[src/rtl/clink_pkg.sv]
// Shared constants and types for the Camera Link base-configuration transmitter.
package clink_pkg;

  // Bit slots per serial word and the width of a slot counter.
  localparam int CLINK_SLOTS = 7;
  localparam int SLOT_W      = 3;
  localparam logic [SLOT_W-1:0] LAST_SLOT = SLOT_W'(CLINK_SLOTS - 1);

  // Serial clock level driven in each slot; bit s belongs to slot s.
  localparam logic [CLINK_SLOTS-1:0] CLK_PATTERN = 7'b1100011;

  // Control bit positions inside the 28-bit parallel word.
  localparam int PIX_W    = 24;
  localparam int LVAL_BIT = 24;
  localparam int FVAL_BIT = 25;
  localparam int DVAL_BIT = 26;

  // Timing generator state describing the next word to be serialised.
  typedef enum logic [1:0] {
    IDLE   = 2'd0,
    ACTIVE = 2'd1,
    VBLANK = 2'd2
  } state_e;

endpackage

[src/rtl/clink_serializer_7to1.sv]
// 7:1 serialiser: free-running slot counter, parallel word load once per
// word, per-lane LSB-first shifting and the serial clock pattern.
module clink_serializer_7to1
  import clink_pkg::*;
#(
  parameter int LINES = 4
) (
  input  logic                         clk,
  input  logic                         rst_n,
  input  logic [CLINK_SLOTS*LINES-1:0] word_i,
  output logic                         load_strobe_o,
  output logic                         last_slot_o,
  output logic                         x_clk_o,
  output logic [LINES-1:0]             x_data_o
);

  localparam int WORD_W = CLINK_SLOTS * LINES;

  // slot_q is the slot the next clock edge puts on the pins, so the first
  // edge after reset presents slot 0 and loads a fresh word.
  logic [SLOT_W-1:0] slot_q, slot_d;
  logic [WORD_W-1:0] shift_q, shift_d;
  logic              x_clk_q, x_clk_d;
  logic [LINES-1:0]  x_data_q, x_data_d;
  logic [WORD_W-1:0] src;

  // The edge leaving slot 6 loads word_i; the cycle before it shows slot 6.
  assign load_strobe_o = (slot_q == '0);
  assign last_slot_o   = (slot_q == LAST_SLOT);

  // Next slot, clock level and lane bits, shifting each lane towards bit 0.
  always_comb begin
    // NOTE: every signal gets a default before any branch so no latch is inferred.
    slot_d   = (slot_q == LAST_SLOT) ? '0 : slot_q + SLOT_W'(1);
    x_clk_d  = CLK_PATTERN[slot_q];
    src      = load_strobe_o ? word_i : shift_q;
    shift_d  = '0;
    x_data_d = '0;
    for (int k = 0; k < LINES; k++) begin
      x_data_d[k]                      = src[CLINK_SLOTS*k];
      shift_d[CLINK_SLOTS*k +: CLINK_SLOTS] =
        {1'b0, src[CLINK_SLOTS*k+1 +: CLINK_SLOTS-1]};
    end
  end

  // Serialiser state and registered pin drivers.
  always_ff @(posedge clk or negedge rst_n) begin
    if (!rst_n) begin
      slot_q   <= '0;
      shift_q  <= '0;
      x_clk_q  <= 1'b0;
      x_data_q <= '0;
    end else begin
      // NOTE: non-blocking assignments keep every flop sampling pre-edge values.
      slot_q   <= slot_d;
      shift_q  <= shift_d;
      x_clk_q  <= x_clk_d;
      x_data_q <= x_data_d;
    end
  end

  assign x_clk_o  = x_clk_q;
  assign x_data_o = x_data_q;

endmodule

[src/rtl/clink_frame_tx.sv]
// Camera Link base-configuration transmitter / camera emulator: generates
// FVAL/LVAL/DVAL frame timing, pulls pixels from a valid/ready stream and
// hands 28-bit words to the 7:1 serialiser.
module clink_frame_tx
  import clink_pkg::*;
#(
  parameter int LINES   = 4,
  parameter int H_WIDTH = 12,
  parameter int V_WIDTH = 12
) (
  input  logic               s_axi_aclk,
  input  logic               s_axi_aresetn,
  input  logic               enable,
  input  logic [H_WIDTH-1:0] h_active,
  input  logic [H_WIDTH-1:0] h_blank,
  input  logic [V_WIDTH-1:0] v_active,
  input  logic [V_WIDTH-1:0] v_blank,
  input  logic [PIX_W-1:0]   pixel_tdata,
  input  logic               pixel_tvalid,
  output logic               pixel_tready,
  output logic               clink_X_clk,
  output logic [LINES-1:0]   clink_X_data,
  output logic               busy,
  output logic [15:0]        frame_count,
  output logic               underrun,
  input  logic               underrun_clr
);

  localparam int WORD_W = CLINK_SLOTS * LINES;
  localparam int LINE_W = H_WIDTH + 1;

  // Timing state describes the word that the next load edge will serialise.
  state_e             state_q, state_d;
  logic [LINE_W-1:0]  x_q, x_d;
  logic [V_WIDTH-1:0] y_q, y_d;

  // Frame geometry captured at frame start.
  logic [H_WIDTH-1:0] h_act_q, h_act_d;
  logic [LINE_W-1:0]  line_len_q, line_len_d;
  logic [V_WIDTH-1:0] v_act_q, v_act_d;
  logic [V_WIDTH-1:0] v_blank_q, v_blank_d;

  logic [15:0]        frame_count_q, frame_count_d;
  logic               underrun_q, underrun_d;
  logic               tready_q, tready_d;
  logic               busy_q, busy_d;

  logic               load_strobe;
  logic               last_slot;
  logic               pend_fval;
  logic               pend_lval;
  logic               pix_accept;
  logic               x_wrap;
  logic               frame_end;
  logic               frame_start;
  logic [WORD_W-1:0]  word_next;

  assign pend_fval  = (state_q == ACTIVE);
  assign pend_lval  = pend_fval && (x_q < {1'b0, h_act_q});
  assign pix_accept = pend_lval && pixel_tvalid;
  assign x_wrap     = (x_q == line_len_q - LINE_W'(1));

  // Build the upcoming word; a missing pixel leaves data and DVAL at zero.
  always_comb begin
    word_next           = '0;
    word_next[FVAL_BIT] = pend_fval;
    word_next[LVAL_BIT] = pend_lval;
    word_next[DVAL_BIT] = pix_accept;
    if (pix_accept) begin
      word_next[PIX_W-1:0] = pixel_tdata;
    end
  end

  // Frame timing: advance x/y once per word, handle frame end and restart.
  always_comb begin
    state_d       = state_q;
    x_d           = x_q;
    y_d           = y_q;
    h_act_d       = h_act_q;
    line_len_d    = line_len_q;
    v_act_d       = v_act_q;
    v_blank_d     = v_blank_q;
    frame_count_d = frame_count_q;
    frame_end     = 1'b0;
    frame_start   = 1'b0;

    if (load_strobe) begin
      unique case (state_q)
        IDLE: begin
          frame_start = enable;
        end
        ACTIVE: begin
          if (x_wrap) begin
            x_d = '0;
            if (y_q == v_act_q - V_WIDTH'(1)) begin
              y_d = '0;
              if (v_blank_q == '0) begin
                frame_end = 1'b1;
              end else begin
                state_d = VBLANK;
              end
            end else begin
              y_d = y_q + V_WIDTH'(1);
            end
          end else begin
            x_d = x_q + LINE_W'(1);
          end
        end
        VBLANK: begin
          if (x_wrap) begin
            x_d = '0;
            if (y_q == v_blank_q - V_WIDTH'(1)) begin
              y_d       = '0;
              frame_end = 1'b1;
            end else begin
              y_d = y_q + V_WIDTH'(1);
            end
          end else begin
            x_d = x_q + LINE_W'(1);
          end
        end
        default: begin
          state_d = IDLE;
        end
      endcase

      // A finished frame counts even when enable has dropped meanwhile.
      if (frame_end) begin
        frame_count_d = frame_count_q + 16'd1;
        if (enable) begin
          frame_start = 1'b1;
        end else begin
          state_d = IDLE;
        end
      end

      // Geometry is sampled only here, so mid-frame edits wait for the next frame.
      if (frame_start) begin
        state_d    = ACTIVE;
        x_d        = '0;
        y_d        = '0;
        h_act_d    = h_active;
        line_len_d = {1'b0, h_active} + {1'b0, h_blank};
        v_act_d    = v_active;
        v_blank_d  = v_blank;
      end
    end
  end

  // Handshake window, sticky underrun (clear wins) and busy flag.
  always_comb begin
    tready_d   = last_slot && pend_lval;
    underrun_d = underrun_q;
    if (load_strobe && pend_lval && !pixel_tvalid) begin
      underrun_d = 1'b1;
    end
    if (underrun_clr) begin
      underrun_d = 1'b0;
    end
    busy_d = (state_d != IDLE);
  end

  // Timing and status registers.
  always_ff @(posedge s_axi_aclk or negedge s_axi_aresetn) begin
    if (!s_axi_aresetn) begin
      state_q       <= IDLE;
      x_q           <= '0;
      y_q           <= '0;
      h_act_q       <= '0;
      line_len_q    <= '0;
      v_act_q       <= '0;
      v_blank_q     <= '0;
      frame_count_q <= '0;
      underrun_q    <= 1'b0;
      tready_q      <= 1'b0;
      busy_q        <= 1'b0;
    end else begin
      state_q       <= state_d;
      x_q           <= x_d;
      y_q           <= y_d;
      h_act_q       <= h_act_d;
      line_len_q    <= line_len_d;
      v_act_q       <= v_act_d;
      v_blank_q     <= v_blank_d;
      frame_count_q <= frame_count_d;
      underrun_q    <= underrun_d;
      tready_q      <= tready_d;
      busy_q        <= busy_d;
    end
  end

  clink_serializer_7to1 #(
    .LINES (LINES)
  ) u_serializer (
    .clk           (s_axi_aclk),
    .rst_n         (s_axi_aresetn),
    .word_i        (word_next),
    .load_strobe_o (load_strobe),
    .last_slot_o   (last_slot),
    .x_clk_o       (clink_X_clk),
    .x_data_o      (clink_X_data)
  );

  assign pixel_tready = tready_q;
  assign busy         = busy_q;
  assign frame_count  = frame_count_q;
  assign underrun     = underrun_q;

endmodule

[config.mk]
export PLATFORM = sky130hd
export DESIGN_NAME = clink_frame_tx
export DESIGN_NICKNAME = d
export VERILOG_FILES = /design/src/rtl/clink_pkg.sv /design/src/rtl/clink_serializer_7to1.sv /design/src/rtl/clink_frame_tx.sv
export SDC_FILE = /design/constraint.sdc
export NUM_CORES = 1
export LEC_CHECK = 0
export CORE_MARGIN = 2
export CORE_UTILIZATION = 55
export DETAILED_ROUTE_END_ITERATION = 16
export HOLD_SLACK_MARGIN = 0.1
export PLACE_DENSITY = 0.8
export SLEW_MARGIN = 5
export SYNTH_ARGS = -nofsm -noshare
export SYNTH_HDL_FRONTEND = slang
export SYNTH_SLANG_ARGS = --single-unit
[constraint.sdc]
create_clock -name s_axi_aclk -period 4.51 [get_ports s_axi_aclk]
set_input_delay 0.6765 -clock s_axi_aclk [delete_from_list [all_inputs] [get_ports s_axi_aclk]]
set_output_delay 0.6765 -clock s_axi_aclk [all_outputs]
set_load 0.01 [all_outputs]
==> reports/qor_table.md <==
| Group | Quantity | Value |
| --- | --- | --- |
| critical path | Crit path max-delay cell type | sky130_fd_sc_hd__or4_1 |
| sta | Min cycle time layout | 3900 ps |
| synth | Synthesized area per cell | 9.77 um^2 |
| synth | Number of enable-type register cells in the synthesized netlist | 0 |
| synth | Count of distinct cell types in the synthesized netlist | 65 |
| die | Std-Cell Core Area | 13300 um^2 |
| sta | Min setup slack post-route | 614 ps |
| die | Starting utilization of the core area | 0.566 |
| cts | Number of buffers inserted by hold repair at cts | 0 |
| critical path | Endpoint kind of the worst setup timing path | flop |
| critical path | Reg-to-Reg Start | line_len_q[0] |
| sta | Worst-Margin Slew | 875 ps |
| cts | Number of buffers inserted by post-CTS setup repair | 0 |
| critical path | Ordered list of cells on the worst path | inv_1, ha_1, nor4b_1, a31oi_1, a221oi_1, nor3_1, or4_1, nand2_2, o21bai_1, or2_2, o31ai_1 |
| finish | Filler cell count | 1011 |
| cts | Clock buffer depth | 2 |
| finish | Fraction of layout instances using a drive strength above 1 | 0.0989 |
| critical path | Cell class contributing the biggest share of worst-path delay | simple AND/OR/NAND/NOR gates |
| synth | Combinational family with the most area after synthesis | simple AND/OR/NAND/NOR gates |
| cts | Post-CTS sizing | 0 |
| critical path | Setup slack, reg-to-reg | 610 ps |
| synth | Share of synthesized registers carrying an async set or reset | 1.00 |
| cts | Number of buffers added by the clock tree synthesis step | 17 |
| critical path | Crit Reg-Reg Endpoint | y_q[10] |
| critical path | Crit path buf inv count | 1 |
| placed design | Number of input and output port buffers inserted | 100 |
| die | Floorplan die width | 121 um |
| cts | Clock-pin slew on the worst setup and hold paths | 60 ps |
| synth | Share of the synthesized area in compound gates (AO/OA/AOI/OAI) | 0.147 |
| die | Num rows | 42 |
| placed design | Placed wire-length estimate | 12500 um |
| finish | Area taken by flip-flops and latches | 3150 um^2 |
| detailed routing | Violation count after the first detailed-route iteration | 409 |
| sta | Final setup violation count | 0 |
| die | Overall die area | 14700 um^2 |
| global routing | Maximum number of pins on one net before global-route repair | 54 |
| sta | Endpoints failing hold | 0 |
| finish | Most frequent cells in the layout | 126 x sky130_fd_sc_hd__dfrtp_1, 99 x sky130_fd_sc_hd__clkdlybuf4s50_1, 69 x sky130_fd_sc_hd__o21ai_0 |
| pwr | PwrDens | 291 nW/um^2 |
| finish | Net total in the final layout | 978 |
| placed design | Placer Congestion | 0.901 |
| placed design | Worst-case setup slack after placement | 662 ps |
| synth | Fraction of synthesized area in multiplexers | 0.0737 |
| critical path | Largest stage delay on the critical path | 600 ps |
| global routing | Antenna violations before repair | 0 |
| hold path | Class of the most critical hold timing path | in2async |
| synth | Synthesized net count | 884 |
| cts | Clk_lat worst skew | 420 ps |
| sta | Final max-slew violation count | 0 |
| cts | # H-tree levels | 4 |
| critical path | Worst setup path class | reg2reg |
| job | Number of max-capacitance violations reported | 0 |
| sta | TNS Setup | 0 ps |
| synth | Number of synthesized register bits | 126 |
| synth | Synth Flop Type | sky130_fd_sc_hd__dfrtp_1 |
| die | Die extent in y | 121 um |
| synth | Yosys warning total | 0 |
| finish | Number of antenna repair diodes | 0 |
| pwr | Worst voltage drop across the vdd grid | 0.246 mV |
| detailed routing | Via count normalized by instance count | 5.81 |
| finish | Finished Cell Area | 9290 um^2 |
| detailed routing | First-pass DRT Iterations | 5 |
| finish | Most frequent standard cell in the layout excluding fill and tap cells | sky130_fd_sc_hd__dfrtp_1 |
| detailed routing | Detailed-route via count | 6139 |
| sta | Hold Slack | 291 ps |
| finish | P&R area growth vs syn | 23.0% |
| pwr | Static leakage | 0.00435 uW |
| critical path | Sort of element at the start of the critical path | flop |
| global routing | Total gr overflow | 0 |
| detailed routing | Wirelength per Cell | 16.2 um |
| cts | Cell chosen for the clock root | sky130_fd_sc_hd__clkbuf_16 |
| sta | Rel. slew slack | 0.417 |
| sta | RSZ-0062 raised after global routing | no |
| synth | Synthesized-area fraction occupied by adder cells | 0.0573 |
| synth | Post-synthesis instance area | 7550 um^2 |
| detailed routing | Total Wirelength | 17200 um |
| placed design | Instance area after placement | 8670 um^2 |
| sta | Layout Skew | 11.3 ps |
| synth | Xor/xnor share of the synthesized area | 0.0789 |
| finish | Area of the multi-input gates | 4110 um^2 |
| critical path | Maximum net fanout on the critical path | 14 |
| critical path | CP Data Arrival Time | 4220 ps |
| global routing | First-pass GRT wire length | 28700 um |
| sta | Share of the cycle needed by the critical path after routing | 0.864 |
| cts | Clock tree from TritonCTS | built |
| global routing | Overall track demand over capacity in global routing | 0.245 |
| synth | Register area share after synthesis | 0.418 |
| detailed routing | DRC errors left | 0 |
| pwr | Post-route total power | 2700 uW |
| synth | Gate Count Post-Synth | 773 |
| cts | Sinks on the clock net | 126 |
| critical path | Worst EP required | 4830 ps |
| sta | Peak Freq | 257 MHz |
| status | Run status | complete, no violations |
| synth | Post-Synth Simple-Gate Area | 0.188 |
| detailed routing | Number of nets with antenna violations after detailed routing | 0 |
| critical path | Worst Reg2Reg Path Length in Cells | 11 |
| die | Number of ports placed on the die boundary | 101 |
| global routing | Via count of the first global-routing pass | 6005 |
flip-flops by register name (all words and copies together), names as in the netlist:
| name | flops |
|---|---|
| busy | 1 |
| frame_count | 16 |
| h_act_q | 12 |
| line_len_q | 13 |
| pixel_tready | 1 |
| state_q | 2 |
| u_serializer.shift_q | 23 |
| u_serializer.slot_q | 3 |
| u_serializer.x_clk_o | 1 |
| u_serializer.x_data_o | 4 |
| underrun | 1 |
| v_act_q | 12 |
| v_blank_q | 12 |
| x_q | 13 |
| y_q | 12 |
cell type report:
| cell class | instances | share of cell area |
|---|---|---|
| Clock buffer | 18 | 0.0462 |
| Clock inverter | 14 | 0.0197 |
| Inverter | 37 | 0.0150 |
| Multi-Input combinational cell | 578 | 0.443 |
| Sequential cell | 126 | 0.340 |
| Tap cell | 176 | 0.0237 |
| Timing Repair Buffer | 107 | 0.113 |
metrics by stage:
| stage | util | std cells |
|---|---|---|
| 3_3_place_gp | 0.650 | 1024 |
| 3_5_place_dp | 0.650 | 1024 |
| 5_1_grt | 0.696 | 1056 |
| 4_1_cts | 0.696 | 1056 |
| 6_report | 0.696 | 1056 |
| 2_1_floorplan | - | 773 |
cells in the mapped netlist (all sizes together), types with 15 or more instances:
library cell / instances / area (um^2)
ha: 33 / 413
a22o: 22 / 193
and3: 21 / 131
nand2b: 15 / 93.8
nor3: 28 / 140
xor2: 29 / 254
nand2: 59 / 224
dfrtp: 126 / 3150
o21ai: 71 / 355
xnor2: 39 / 342
nor2: 55 / 206
clkbuf: 25 / 93.8
nand3: 21 / 105
mux2: 37 / 537
inv: 37 / 139
power by group:
group          switching (uW)  internal (uW)
Sequential                  0           1130
Combinational            66.6           87.6
Clock                     533            880
Total                     600           2100
logic make-up (layout without fill, tap and decap cells):
group / after synthesis / in the layout
mux: 39 / 39
compound gates: 165 / 165
fa+ha+maj: 34 / 34
buf+inv: 69 / 176
flops: 126 / 126
simple gates: 272 / 272
xor+xnor: 68 / 68
worst max-delay path by stage:
stage / startpoint / to / depth (start not counted)
global route: line_len_q[0] / y_q[10] / 11
detailed placement: line_len_q[0] / y_q[10] / 11
CTS: line_len_q[0] / y_q[10] / 11
finish: line_len_q[0] / y_q[10] / 11
global placement: line_len_q[0] / y_q[10] / 11
floorplan: v_act_q[2] / h_act_q[8] / 10
metal layers:
layer  track usage  up-vias  share of wire
li1              -     2959              -
met1         0.311     2982           0.43
met2         0.425      171           0.51
met3        0.0381       27          0.036
met4        0.0841        0          0.021
met5             0        -              0
(Power assumes the default switching activity.)
